`src/rtl/adder8.sv`:
```
// adder8: 8-bit two-nibble carry-lookahead adder with a registered, valid-qualified output stage.
// Define ADDER8_OVERFLOW_EN to add the registered two's-complement overflow output.
module adder8 (
  input  logic       clk,
  input  logic       rst_n,
  input  logic       in_valid,
  input  logic [7:0] operand1,
  input  logic [7:0] operand2,
  input  logic       carry_in,
  output logic       out_valid,
  output logic [7:0] result,
`ifdef ADDER8_OVERFLOW_EN
  output logic       overflow,
`endif
  output logic       carry_out
);
  logic [7:0] g, p, s;
  logic [8:0] c;
  logic [7:0] result_d, result_q;
  logic       carry_d, carry_q, valid_q;
  function automatic logic [3:0] cla4(input logic [3:0] gn, input logic [3:0] pn, input logic ci);
    cla4[0] = gn[0] | (pn[0] & ci);
    cla4[1] = gn[1] | (pn[1] & gn[0]) | (pn[1] & pn[0] & ci);
    cla4[2] = gn[2] | (pn[2] & gn[1]) | (pn[2] & pn[1] & gn[0]) | (pn[2] & pn[1] & pn[0] & ci);
    cla4[3] = gn[3] | (pn[3] & gn[2]) | (pn[3] & pn[2] & gn[1]) | (pn[3] & pn[2] & pn[1] & gn[0])
            | (pn[3] & pn[2] & pn[1] & pn[0] & ci);
  endfunction
  assign g = operand1 & operand2;
  assign p = operand1 ^ operand2;
  assign c[0] = carry_in;
  assign c[4:1] = cla4(g[3:0], p[3:0], c[0]);
  // c4 is the group carry feeding the high nibble
  assign c[8:5] = cla4(g[7:4], p[7:4], c[4]);
  assign s = p ^ c[7:0];
  always_comb begin
    result_d = in_valid ? s : result_q;
    carry_d  = in_valid ? c[8] : carry_q;
  end
  always_ff @(posedge clk or negedge rst_n) begin
    if (!rst_n) begin
      result_q <= 8'h00;
      carry_q  <= 1'b0;
      valid_q  <= 1'b0;
    end else begin
      result_q <= result_d;
      carry_q  <= carry_d;
      valid_q  <= in_valid;
    end
  end
`ifdef ADDER8_OVERFLOW_EN
  logic ovf_d, ovf_q;
  always_comb ovf_d = in_valid ? (c[7] ^ c[8]) : ovf_q;
  always_ff @(posedge clk or negedge rst_n) begin
    if (!rst_n) ovf_q <= 1'b0;
    else ovf_q <= ovf_d;
  end
  assign overflow = ovf_q;
`endif
  assign result    = result_q;
  assign carry_out = carry_q;
  assign out_valid = valid_q;
endmodule

```
`config.mk`:
```
export PLATFORM = sky130hd
export DESIGN_NAME = adder8
export DESIGN_NICKNAME = d
export VERILOG_FILES = /design/src/rtl/adder8.sv
export SDC_FILE = /design/constraint.sdc
export NUM_CORES = 1
export LEC_CHECK = 0
export ABC_AREA = 1
export CAP_MARGIN = 25
export CORE_MARGIN = 1.5
export CORE_UTILIZATION = 40
export CTS_CLUSTER_SIZE = 24
export DETAILED_ROUTE_END_ITERATION = 8
export HOLD_SLACK_MARGIN = 0.15
export PLACE_DENSITY = 0.85
export REMOVE_ABC_BUFFERS = 1
export SLEW_MARGIN = 25
export SYNTH_ARGS = -nofsm -noshare
export SYNTH_HDL_FRONTEND = slang
export SYNTH_SLANG_ARGS = --single-unit
```
`constraint.sdc`:
```
create_clock -name clk -period 0.8 [get_ports clk]
set_input_delay 0.16 -clock clk [delete_from_list [all_inputs] [get_ports clk]]
set_output_delay 0.16 -clock clk [all_outputs]
set_load 0.005 [all_outputs]
```
==> flow_summary.yaml <==
floorplan:
  fp.dieArea_sq_mm: 0.001965
  initial_core_util: 0.4382
  die_h_um: 44.33
  rows: 14
  die_width_um: 44.33
  core-area_sq_mm: 0.001559
  pin_count: 30
worst_setup_path:
  regToRegStartpoint: "result[3]"
  start_kind: "primary input"
  r2r_end: "result[3]"
  crit_arrival_ns: 1.43
  crit_type: "in -> reg"
  crit_fanout: 2
  reg2reg_depth: 4
  required_ns: 0.95
  rrSetupSlack_ns: -0.14
  critPathCaptureType: "register"
final_layout:
  final_nets: 173
  syn_to_final_growth_pct: 104.0
  final_cell_mix: "23 x buf_4, 16 x nand2_1, 13 x buf_2"
  final_common_cell: "buf_4"
  drive_gt1_frac: 0.6596
  final_area_sq_mm: 0.001394
  final_cells: 157
  diodes: 0
drt:
  drt_pre_antenna_iters: 9
  antenna_left: 0
  vias_per_cell: 5.389
  drtIter0Drc: 33
  wl_per_cell_um: 18.80
  drc_errors: 3
  vias: 846
  drt-total-wl_um: 2952
global_routing:
  grt_pass1_wl_um: 3822
  top_usage_layer: "met2"
  grtUsageMet3: 0.04898
  grt_use_met1: 0.2974
  grt_overflow: 0
  grt_max_degree: 13
  grt_pass1_vias: 871
  antenna_found_initial: 0
  use_met2: 0.4647
  grt_usage: 0.2715
outcome:
  failed_checks: "DRC, setup timing"
  status: "finished, violations left"
timing:
  maxSlewViolCount: 0
  setup_ws_ns: -0.4777
  setup_viol: 19
  tightestPinTransition_ns: 0.2080
  max_slew_margin: 0.8612
  max_freq_mhz: 782.7
  rsz0062_at_grt: "true"
  hold_viol_final: 0
  min_period_over_period: 1.597
  finalClockSkew_ns: 0
  fin_crit_ns: 1.278
power:
  power_w: 0.002028
  p_leak_nw: 0.7053
  powerDensity_mw_per_mm2: 1455
  ir_worst_vdd_mv: 0.9974
logic_synthesis:
  synth_xor_area_frac: 0.03846
  synthCells: 80
  seq_area_frac_synth: 0.3663
  yosys_warnings: 0
  synth-simple-area-share: 0.2436
  synth-compound-area-share: 0.09524
  syn_avg_cell_area_sq_um: 8.539
  synth.ff_latch_count: 10
  synthDistinctLibCells: 16
  yosys-mux-area-fraction: 0
  synth_top_family_by_area: "simple AND/OR/NAND/NOR gates"
  syn_area_sq_um: 683.2
  synth_fa_ha_area_frac: 0.2051
cts:
  clock_path_buffers: 2
  clock-root-buffer: "clkbuf_4"
  clk_latency_ns: 0.26
  cts_made_buffers: 3
  clock_sinks: 10
  hold_buffers: 0
  cts.htree.levels: 1
  cts_tree: "built"
  path_clk_slew_ns: 0.07
place:
  dpl.hpwl_um: 1497
  place_area_sq_mm: 0.001131
  dp.cells: 143
  finalWeightedCongestion: 0.7565
  place.port_buffers: 29
min_path:
  hold_path_class: "in -> async"
flow_run:
  maxCapViolations: 0
-- synth_stat cells --
master	n	area, sq um
a21oi_2	2	17.52
nand3_2	2	20.02
a21oi_1	3	15.01
nor2_1	5	18.77
o21ai_0	3	15.01
o21ai_1	2	10.01
dfrtp_1	10	250.2
nand2_1	23	86.33
buf_2	1	5.000
ha_1	8	100.1
xnor2_1	3	26.28
nand3_1	2	10.01
inv_1	8	30.03
nand2_2	5	31.28
a21o_1	1	7.510
fa_1	2	40.04
-- registers in the layout, indices dropped and copies added (netlist names) --
register   flops
result         8
carry_out      1
out_valid      1
-- through the flow --
step / setup slack [ns] / hold slack, ns / util / setup TNS (ns)
floorplan: -0.6308 / -0.1356 / - / -2.635
global placement: -1.071 / 0.4535 / 0.7255 / -9.361
detailed placement: -1.168 / 0.4659 / 0.7255 / -10.09
CTS: -0.4246 / 0.2010 / 0.8291 / -3.568
global route: -0.4883 / 0.2043 / 0.8941 / -4.394
finish: -0.4777 / 0.1960 / 0.8941 / -3.959
-- worst max-delay path: stages --
cell and delay [ns]:
buf_8 0.10, ha_4 0.26, nand2_2 0.05, nand2_2 0.08
nand3_2 0.08, nand2_2 0.09, fa_2 0.44, nand2_2 0.10
nand2_2 0.06
-- per-layer routing --
metal / routed length [um] / share of wire
met5: 0 / 0
met4: 94 / 0.032
met3: 170 / 0.058
met2: 1529 / 0.52
met1: 1158 / 0.39
-- repair_timing --
item                       4_1_cts  5_1_grt
pin swaps                       32       22
buffers inserted                11        5
resized for setup              121       30
setup endpoints to repair       19       19
-- where the power goes --
| group | leakage, nW | switching [W] | internal (W) |
|---|---|---|---|
| clock network | 0.0138 | 0.000162 | 0.000173 |
| logic | 0.572 | 0.000478 | 0.000579 |
| registers | 0.120 | 0.0000506 | 0.000586 |
| total | 0.705 | 0.000690 | 0.00134 |
-- cells by family after synthesis --
family | Yosys count
AO/OA/AOI/OAI | 11
flip-flops | 10
XOR/XNOR | 3
AND/OR/NAND/NOR | 37
adder cells (fa/ha/maj) | 10
buffers and inverters | 9
-- final cells by class --
| class | instances | area (sq um) |
|---|---|---|
| Inverter | 8 | 30.03 |
| Multi-Input combinational cell | 61 | 581.8 |
| Tap cell | 16 | 20.02 |
| Fill cell | 69 | 165.2 |
| Clock buffer | 3 | 22.52 |
| Sequential cell | 10 | 250.2 |
| Timing Repair Buffer | 59 | 489.2 |
-- worst max path at each step --
stage / start / end / slack [ns] / depth (start not counted)
2_1_floorplan: operand1[3] / result[5] / -0.63 / 6
3_3_place_gp: operand1[3] / result[5] / -1.07 / 7
3_5_place_dp: operand1[0] / result[5] / -1.17 / 9
4_1_cts: operand1[0] / result[4] / -0.42 / 9
5_1_grt: operand2[0] / result[4] / -0.49 / 9
6_report: operand2[0] / result[4] / -0.48 / 9
Note: power is estimated with default switching activity, not from simulation.
==> patch 1: new RTL, config.mk and constraints unchanged <==
Register the inputs `operand1`, `operand2` and `carry_in` before use, cleared by the reset. The logic sees them one clock later. The other inputs are not delayed to match.
--- a/src/rtl/adder8.sv
+++ b/src/rtl/adder8.sv
@@ -16,2 +16,19 @@
 );
+
+  logic [7:0] operand1_q;
+  logic [7:0] operand2_q;
+  logic carry_r;
+
+  always_ff @(posedge clk or negedge rst_n) begin
+    if (!rst_n) begin
+      operand1_q <= '0;
+      operand2_q <= '0;
+      carry_r    <= '0;
+    end else begin
+      operand1_q <= operand1;
+      operand2_q <= operand2;
+      carry_r    <= carry_in;
+    end
+  end
+
   logic [7:0] g, p, s;
@@ -27,5 +44,5 @@
   endfunction
-  assign g = operand1 & operand2;
-  assign p = operand1 ^ operand2;
-  assign c[0] = carry_in;
+  assign g = operand1_q & operand2_q;
+  assign p = operand1_q ^ operand2_q;
+  assign c[0] = carry_r;
   assign c[4:1] = cla4(g[3:0], p[3:0], c[0]);
Behaviour: not the same (Yosys sat finds a counterexample within 4 cycles, from zero or initial values and one cycle with rst_n low).
==> patch 1 against the unedited design <==
The run ends with setup timing left; clock skew grew 0.0044 ns; worst setup slack lost 0.38 ns; first-iteration DRC count shrank 67%; utilization shrank 23 points; cell count grew 17%; sequential cell count grew 17; count of clock-buffer cells in the layout is the same; routed wire length shrank 19%; area after synthesis grew 62%; cell area grew 22%; total power grew 46%.
==> patch 1: results <==
export IMPL_final_net_count=185
export IMPL_place_inst=170
export IMPL_synth_adder_area_share_pct=12.6
export IMPL_critPathArrivalTime_ns=1.88
export IMPL_grt_max_degree=28
export IMPL_failed_checks="setup timing"
export IMPL_path_clk_slew_ns=0.14
export IMPL_final_min_clock_period_ns=1.65
export IMPL_insertion_delay_ns=0.33
export IMPL_outcome="finished with violations"
export IMPL_worst_r2r_path_depth=8
export IMPL_synth_xor_area_share_pct=2.37
export IMPL_synth_top_cells_by_area="sky130_fd_sc_hd__dfrtp_1 (61%), sky130_fd_sc_hd__ha_1 (9.0%), sky130_fd_sc_hd__nand2_1 (7.8%), sky130_fd_sc_hd__fa_1 (3.6%), sky130_fd_sc_hd__nand2_2 (2.8%)"
export IMPL_grt_pass1_vias=854
export IMPL_setup_violations_final=19
export IMPL_intPower_mw=2.15
export IMPL_grt_util_met1_pct=17.2
export IMPL_gpl_final_weighted_congestion=0.710
export IMPL_synth_area_per_cell_sq_um=11.4
export IMPL_synth_common_cells="sky130_fd_sc_hd__dfrtp_1 (27), sky130_fd_sc_hd__nand2_1 (23), sky130_fd_sc_hd__ha_1 (8), sky130_fd_sc_hd__inv_1 (8)"
export IMPL_gr_met3_demand_resource_pct=2.56
export IMPL_drtIter0Drc=11
export IMPL_gr_usage_met2_pct=30.4
export IMPL_drc_violations_left=0
export IMPL_slew_limit_headroom_pct=76.0
export IMPL_tns_ns=-8.19
export IMPL_drt_vias_per_instance=4.73
export IMPL_dp_hpwl_mm=1.51
export IMPL_first_pass_grt_wire_length_mm=3.80
export IMPL_r2r_start="operand1_q[0]"
export IMPL_detailed_place_area_sq_um=1560
export IMPL_postLayoutSetupSlackWorst_ns=-0.854
export IMPL_fill_cells=203
export IMPL_worst_clock_skew_ns=0.00439
export IMPL_gr_usage_all_layers_pct=16.4
export IMPL_seq_area_frac_synth_pct=60.9
export IMPL_power_leakage_nw=0.833
export IMPL_post_route_cells_drive_above_1_share_pct=40.9
export IMPL_timing_rr_end="result[5]"
export IMPL_final_instance_count_excl_fill=184
-- patch 1: cell types whose count changed in the layout (fill, tap and decap cells not counted), sizes merged --
cell           delta
clkdlybuf4s15     -1
dfrtp            +17
clkbuf            -1
buf              -16
dlygate4sd2       -3
clkdlybuf4s50    +16
clkinv            +1
-- patch 1: cell families (layout without fill, tap and decap cells) --
family | count (synthesis) | in the layout
and+or+nand+nor | 37 | 37
DFF | 27 | 27
AOI/OAI and AO/OA | 11 | 11
adders and majority gates | 10 | 10
buffers and inverters | 9 | 66
xor gates and xnor gates | 3 | 3
-- patch 1: through the flow --
step	utilization, %	hold WS, ns	setup WS (ns)
after global routing	66.8	0.157	-0.936
after detailed placement	61.2	0.467	-0.913
after global placement	61.2	0.454	-0.849
after floorplan	-	-0.136	-0.839
after CTS	64.2	0.157	-0.893
final	66.8	0.154	-0.854
-- patch 1: per-layer routing --
layer  wire, um  share of wire (%)
met3        132                5.5
met2       1300                 54
met5          0                  0
met1        889                 37
met4         76                3.2
-- patch 1: cell type report --
cell class,instances,area (sq um),area share [%]
clock buffers,3,22.5,1.32
flip-flops and latches,27,676,39.7
inverters,8,30.0,1.77
repair buffers,54,444,26.1
multi-input cells,61,485,28.6
well taps,30,37.5,2.21
clock inverters,1,5.00,0.294
-- patch 1: repair_timing --
| item | in CTS | in global routing |
|---|---|---|
| setup endpoints to repair | 19 | 19 |
| resized for setup | 50 | 9 |
| buffers inserted | 8 | 3 |
| endpoints found under the hold margin | 0 | 0 |
| pin swaps | 13 | 9 |
-- patch 1: power groups by stage --
stage	combinational, mW	sequential [mW]	clock [mW]
6_report	0.827	1.55	0.592
2_1_floorplan	0.259	1.58	0
4_1_cts	0.753	1.55	0.605
5_1_grt	0.910	1.56	0.668
3_5_place_dp	0.717	1.58	0
3_3_place_gp	0.685	1.57	0
-- patch 1: how the worst max path moves through the flow --
stage,start,endpoint
2_1_floorplan,operand1_q[0],result[5]
3_3_place_gp,operand1_q[0],result[5]
3_5_place_dp,operand1_q[0],result[5]
4_1_cts,operand2_q[0],result[5]
5_1_grt,operand1_q[0],result[5]
6_report,operand1_q[0],result[5]
-- patch 1: worst max-delay path, stage by stage (launching register included) --
cell and delay (ns):
sky130_fd_sc_hd__dfrtp_1 0.40, sky130_fd_sc_hd__ha_1 0.29, sky130_fd_sc_hd__nand2_1 0.08, sky130_fd_sc_hd__nand2_2 0.07, sky130_fd_sc_hd__nand3_2 0.06, sky130_fd_sc_hd__nand2_2 0.06
sky130_fd_sc_hd__fa_2 0.36, sky130_fd_sc_hd__xnor2_2 0.14, sky130_fd_sc_hd__o21ai_1 0.07
==> patch 2: new RTL, config.mk and constraints unchanged <==
Without the edit above. Build with the macro `ADDER8_OVERFLOW_EN` defined.
--- a/src/rtl/adder8.sv
+++ b/src/rtl/adder8.sv
@@ -2,2 +2,4 @@
 // Define ADDER8_OVERFLOW_EN to add the registered two's-complement overflow output.
+`define ADDER8_OVERFLOW_EN
+
 module adder8 (
Check against the original RTL (old outputs only; new: overflow): equivalent (Yosys induction, for registers that start in step).
==> patch 2 against the unedited design <==
Die area rose by 13%; the flow finishes with violations (setup timing); non-clock buffer count decreased by 1; hold slack improved by 0.041 ns; sequential cell count grew 1; cell area rose by 8.2%; routed wire length rose by 6.2%; total power is 6.6% higher; area after synthesis grew 14%; via count up 18%; worst setup slack better by 0.046 ns; largest cell class unchanged; synthesized cell count grew 20%.
==> patch 2: results <==
export IMPL_routed_wl_met2_mm=1.61
export IMPL_critPathTopFamily="simple AND/OR/NAND/NOR gates"
export IMPL_gpl_final_weighted_congestion=0.810
export IMPL_gr_usage_all_layers_pct=26.0
export IMPL_first_pass_grt_wire_length_mm=4.04
export IMPL_tightest_slew_ns=0.175
export IMPL_dr_wl_met3_um=169
export IMPL_gr_usage_met2_pct=47.9
export IMPL_route_detailed_wl_per_inst_um=17.2
export IMPL_route_vias_total=1000
export IMPL_tns_ns=-4.18
export IMPL_failed_checks="setup timing"
export IMPL_synth_adder_area_share_pct=18.0
export IMPL_final_net_count=188
export IMPL_r2r_start="carry_out"
export IMPL_powerClk_mw=0.390
export IMPL_postLayoutSetupSlackWorst_ns=-0.432
export IMPL_critPathArrivalTime_ns=1.38
export IMPL_post_cts_resized=125
export IMPL_setup_worst_path_start="operand2[1]"
export IMPL_synth_compound_area_share_pct=7.25
export IMPL_cp_slowest_cell="sky130_fd_sc_hd__ha_4"
export IMPL_post_cts_setup_buffer_count=3
export IMPL_synth_common_cells="sky130_fd_sc_hd__nand2_1 (30), sky130_fd_sc_hd__dfrtp_1 (11), sky130_fd_sc_hd__ha_1 (8), sky130_fd_sc_hd__nand3_1 (8), sky130_fd_sc_hd__inv_1 (7)"
export IMPL_power_leakage_nw=0.743
export IMPL_grt_max_degree=15
export IMPL_power_ir_vdd_worst_uv=894
export IMPL_setup_violations_final=21
export IMPL_grt_pass1_vias=930
export IMPL_outcome="finished with violations"
export IMPL_routedLengthMet1_mm=1.22
==> patch 2: area by class of cell <==
class                           count  area, sq um
Inverter                            9         37.5
Multi-Input combinational cell     75          672
Sequential cell                    11          275
Clock buffer                        3         22.5
Tap cell                           25         31.3
Fill cell                          82          275
Timing Repair Buffer               58          464
Clock inverter                      1         5.00
==> patch 2: through the flow <==
stage / instances / setup slack [ns] / cell area, sq um
global route: 182 / -0.482 / 1510
CTS: 176 / -0.378 / 1410
floorplan: 95 / -0.664 / 772
detailed placement: 169 / -1.14 / 1260
finish: 182 / -0.432 / 1510
global placement: 169 / -1.07 / 1260
==> patch 2: final timing paths <==
check,slack (ns),endpoint,cells after the start
max reg2reg,-0.11,carry_out,4
max,-0.43,overflow,11
min,0.24,out_valid,2
min in group clk,0.38,out_valid,2
max in group asynchronous,0.43,overflow,2
min reg2reg,0.49,result[3],2
